`src/rtl/clk_div_int_pkg.sv`:
```
// Shared constants for the integer clock divider: bypass ratio thresholds
// and the encoding of the divided-clock phase register.
package clk_div_int_pkg;

    localparam int unsigned RATIO_BYPASS_ZERO = 32'd0;
    localparam int unsigned RATIO_BYPASS_ONE  = 32'd1;

    localparam logic PHASE_LOW  = 1'b0;
    localparam logic PHASE_HIGH = 1'b1;

endpackage

```
`src/rtl/clk_div_int.sv`:
```
// Integer clock divider producing the UART RX sampling clock from the
// reference clock; even/odd ratios, bypass for ratio 0/1 or when disabled.
module clk_div_int
    import clk_div_int_pkg::*;
#(
    parameter int Width = 8
) (
    input  logic             CLK,
    input  logic             RST,
    input  logic             Enable,
    input  logic [Width-1:0] Div_Ratio,
    output logic             Div_Clk
);

    logic [Width-1:0] cnt_r;
    logic [Width-1:0] ratio_q_r;
    logic             div_q_r;

    logic             active_s;
    logic             ratio_unloaded_s;
    logic [Width-1:0] eff_ratio_s;
    logic [Width-1:0] phase_len_s;
    logic             phase_end_s;

    // Active detection, effective ratio and phase-length compare.
    always_comb begin
        active_s = Enable
                   && (Div_Ratio != Width'(RATIO_BYPASS_ZERO))
                   && (Div_Ratio != Width'(RATIO_BYPASS_ONE));
        // After reset the latch holds 0; the live ratio stands in until loaded.
        ratio_unloaded_s = (ratio_q_r == Width'(RATIO_BYPASS_ZERO))
                           || (ratio_q_r == Width'(RATIO_BYPASS_ONE));
        if (ratio_unloaded_s) begin
            eff_ratio_s = Div_Ratio;
        end else begin
            eff_ratio_s = ratio_q_r;
        end
        if (div_q_r == PHASE_HIGH) begin
            phase_len_s = eff_ratio_s >> 1;
        end else begin
            phase_len_s = (eff_ratio_s >> 1) + {{(Width-1){1'b0}}, eff_ratio_s[0]};
        end
        phase_end_s = (cnt_r == (phase_len_s - Width'(1'b1)));
    end

    // Counter, divided-clock toggle and period-boundary ratio latch.
    always_ff @(posedge CLK or negedge RST) begin
        if (!RST) begin
            cnt_r     <= {Width{1'b0}};
            div_q_r   <= PHASE_LOW;
            ratio_q_r <= {Width{1'b0}};
        end else if (!active_s) begin
            cnt_r     <= {Width{1'b0}};
            div_q_r   <= PHASE_LOW;
            ratio_q_r <= Div_Ratio;
        end else if (phase_end_s) begin
            cnt_r   <= {Width{1'b0}};
            div_q_r <= ~div_q_r;
            if ((div_q_r == PHASE_HIGH) || ratio_unloaded_s) begin
                ratio_q_r <= Div_Ratio;
            end else begin
                ratio_q_r <= ratio_q_r;
            end
        end else begin
            cnt_r <= cnt_r + Width'(1'b1);
            if (ratio_unloaded_s) begin
                ratio_q_r <= Div_Ratio;
            end else begin
                ratio_q_r <= ratio_q_r;
            end
        end
    end

    // Output select: registered divided clock, or the raw clock in bypass.
    always_comb begin
        if (active_s) begin
            Div_Clk = div_q_r;
        end else begin
            Div_Clk = CLK;
        end
    end

endmodule
```
`config.mk`:
```
export PLATFORM = sky130hd
export DESIGN_NAME = clk_div_int
export DESIGN_NICKNAME = d
export VERILOG_FILES = /design/src/rtl/clk_div_int_pkg.sv /design/src/rtl/clk_div_int.sv
export SDC_FILE = /design/constraint.sdc
export NUM_CORES = 1
export LEC_CHECK = 0
export BUFFER_PORTS_ARGS = -buffer_cell sky130_fd_sc_hd__buf_2
export CAP_MARGIN = 40
export CORE_MARGIN = 2
export CORE_UTILIZATION = 50
export DETAILED_ROUTE_END_ITERATION = 6
export GPL_ROUTABILITY_DRIVEN = 0
export GPL_TIMING_DRIVEN = 0
export PLACE_DENSITY = 0.69
export SYNTH_ARGS = -nofsm -noshare
export SYNTH_HDL_FRONTEND = slang
export SYNTH_SLANG_ARGS = --single-unit
```
`constraint.sdc`:
```
create_clock -name CLK -period 8.66 [get_ports CLK]
set_input_delay 1.299 -clock CLK [delete_from_list [all_inputs] [get_ports CLK]]
set_output_delay 1.299 -clock CLK [all_outputs]
set_load 0.005 [all_outputs]
```
==> run_results.csv <==
group,metric,value,unit
outcome,status,"finished clean",
drt,first_pass_iters,4,
die,ioPinCount,12,
sta,hold_viol,0,
logic_synthesis,synth.most_common_cell,"dfrtp_1",
die,fp-row-count,18,
sta,setup_slack,2.45,ns
cts,cts_buffers,3,
logic_synthesis,async_reset_ff_share,100,%
die,die_h,56.0,um
worst_setup_path,crit_arrival,4.91,ns
power,power_density,161,nW/um2
drt,drt_iter0_drc,42,
global_routing,antenna_found_initial,0,
cts,cts_resized,0,
logic_synthesis,synth_commonest_cells,"dfrtp_1 (17), nor2_1 (15), xnor2_1 (11)",
hold_path,hp-class,"flop to flop",
drt,ant_nets,0,
logic_synthesis,avgSynthCellArea,9.44,um2
worst_setup_path,r2r-start,"ratio_q_r[6]$_DFFE_PN0P_",
cells_and_area,nFillCells,221,
cts,cts_tree,"yes",
cells_and_area,synthToLayoutAreaGrowth,9.55,%
placed_design,place_area,1440,um2
cells_and_area,design_area,1480,um2
run,maxCapViolations,0,
logic_synthesis,synth_cells,143,
die,fp.dieArea,3130,um2
logic_synthesis,syn_area,1350,um2
cells_and_area,drive_gt1_share,19.6,%
sta,setup_tns,0,ns
hold_path,hold_depth,1,
power,peakVddDrop,0.105,mV
drt,route.detailed.drc,0,
global_routing,globalRouteOverflowTotal,0,
drt,wl_per_cell,16.6,um
drt,vias_per_cell,6.14,
power,power,0.238,mW
sta,maxSlewHeadroom,57.4,%
worst_setup_path,reg2regPathDepth,14,
sta,worst_pin_slew,0.638,ns
logic_synthesis,ys_warn_count,0,
drt,wl,3.12,mm
worst_setup_path,path_max_fanout,10,
worst_setup_path,r2r-end,"ratio_q_r[0]$_DFFE_PN0P_",
cts,clockBufferDepth,2,
die,dieWidth,56.0,um
worst_setup_path,rrSetupSlack,3.88,ns
global_routing,first_global_vias,1110,
logic_synthesis,yosysSeqAreaShare,31.5,%
placed_design,port_buffers,11,
logic_synthesis,ys_ff_latch,17,
hold_path,hold_end,"ratio_q_r[0]$_DFFE_PN0P_",
cts,post-cts-setup-buffers,0,
sta,clock_skew,0.0195,ns
logic_synthesis,synth-edff-count,0,
cts,clk_pin_slew_worst_paths,0.12,ns
logic_synthesis,synth_fp_nets,158,
logic_synthesis,synth_top_area_share,31.5,%
cells_and_area,fin_cells,188,
power,leakagePower,0.630,nW
cts,cts_root_buffer,"clkbuf_4",
global_routing,grt_util_all_layers,20.9,%
placed_design,post-place-ws,2.80,ns
logic_synthesis,synth_area_leaders,"dfrtp_1 (32%), xnor2_1 (7.1%), a22o_1 (4.5%)",
cells_and_area,multiInputGateArea,895,um2
die,coreArea,2520,um2
worst_setup_path,crit_type,"clock port to output pin",
hold_path,min_from,"ratio_q_r[0]$_DFFE_PN0P_",
sta,finalSetupViolCount,0,
placed_design,post-place-cells,184,
cells_and_area,regArea,425,um2
global_routing,grt_pass1_wl,5.28,mm
cts,h-tree-depth,1,
logic_synthesis,ys.flop_type,"dfrtp_1",
worst_setup_path,endpoint_kind,"output pin",
worst_setup_path,start_kind,"clock port",
cts,cts_hold_buf,0,
die,initial_utilization,53.5,%
logic_synthesis,yosysUniqueCellTypes,48,
cells_and_area,n_antenna_cell,0,
placed_design,dp_hpwl,2.39,mm
drt,dr_total_vias,1155,
worst_setup_path,worst_ep_required_time,7.36,ns
cells_and_area,layout.nets,174,
sta,rsz0062_at_grt,"no",
sta,drv_slew,0,
logic_synthesis,yosys.area.top_type,"dfrtp_1",
cts,clock_latency,0.31,ns
global_routing,grt_max_degree,18,
sequential cells by signal, summed over array words and instances (netlist names):
name,cells
cnt_r,8
ratio_q_r,8
div_q_r,1
worst max path at each step:
stage / from / to / slack [ns]
after floorplan: CLK / Div_Clk / 2.91
after global placement: CLK / Div_Clk / 2.80
after detailed placement: CLK / Div_Clk / 2.80
after CTS: CLK / Div_Clk / 2.43
after global routing: CLK / Div_Clk / 2.36
final: CLK / Div_Clk / 2.45
where the power goes:
group          total, mW  internal [mW]  switching [mW]
logic             0.0816         0.0354          0.0461
clock network     0.0604         0.0285          0.0319
registers         0.0957         0.0855          0.0102
total              0.238          0.149          0.0882
placed cells by master, fill, tap and decap left out, drive strengths merged, types with 3 or more instances in the layout:
cell	n
a21oi	5
a22o	7
a31oi	5
and3	4
buf	11
clkbuf	5
dfrtp	17
ha	4
inv	7
mux2	3
nand2	5
nand3	9
nor2	15
nor2b	5
nor3	5
nor4	3
o211ai	3
o21ai	3
xnor2	11
xor2	7
cells by family (layout without fill, tap and decap cells):
group	Yosys count	in the layout	synth area share, %
flops	17	17	31.5
compound gates	35	35	21.2
simple gates	56	56	24.7
buf+inv	8	23	2.22
mux	4	4	3.24
xor+xnor	19	19	13.3
fa+ha+maj	4	4	3.71
critical path, cell delays in order:
cell and delay, ns:
clkbuf_4 0.12, clkbuf_4 0.17, inv_1 0.05, o21ai_0 0.08, buf_2 0.16
final cells by class:
class	instances	share of cell area, %
multi-input combinational	118	60.5
sequential	17	28.8
timing repair buffer	10	3.38
clock buffer	5	2.79
tap	30	2.54
inverter	6	1.52
clock inverter	1	0.254
buffer	1	0.254
metrics by stage:
step,utilization (%),hold slack (ns)
6_report,58.6,0.512
5_1_grt,58.6,0.558
4_1_cts,58.6,0.516
3_5_place_dp,57.2,0.490
3_3_place_gp,57.2,0.466
2_1_floorplan,-,0.454
layer usage:
metal / wire [um] / global-route usage, % / vias up
met5: 0 / 0 / -
met4: 53 / 7.14 / 0
met3: 179 / 3.95 / 6
met2: 1360 / 29.7 / 34
met1: 1530 / 31.6 / 550
li1: - / - / 565
Power figures use the tool's default switching activity.
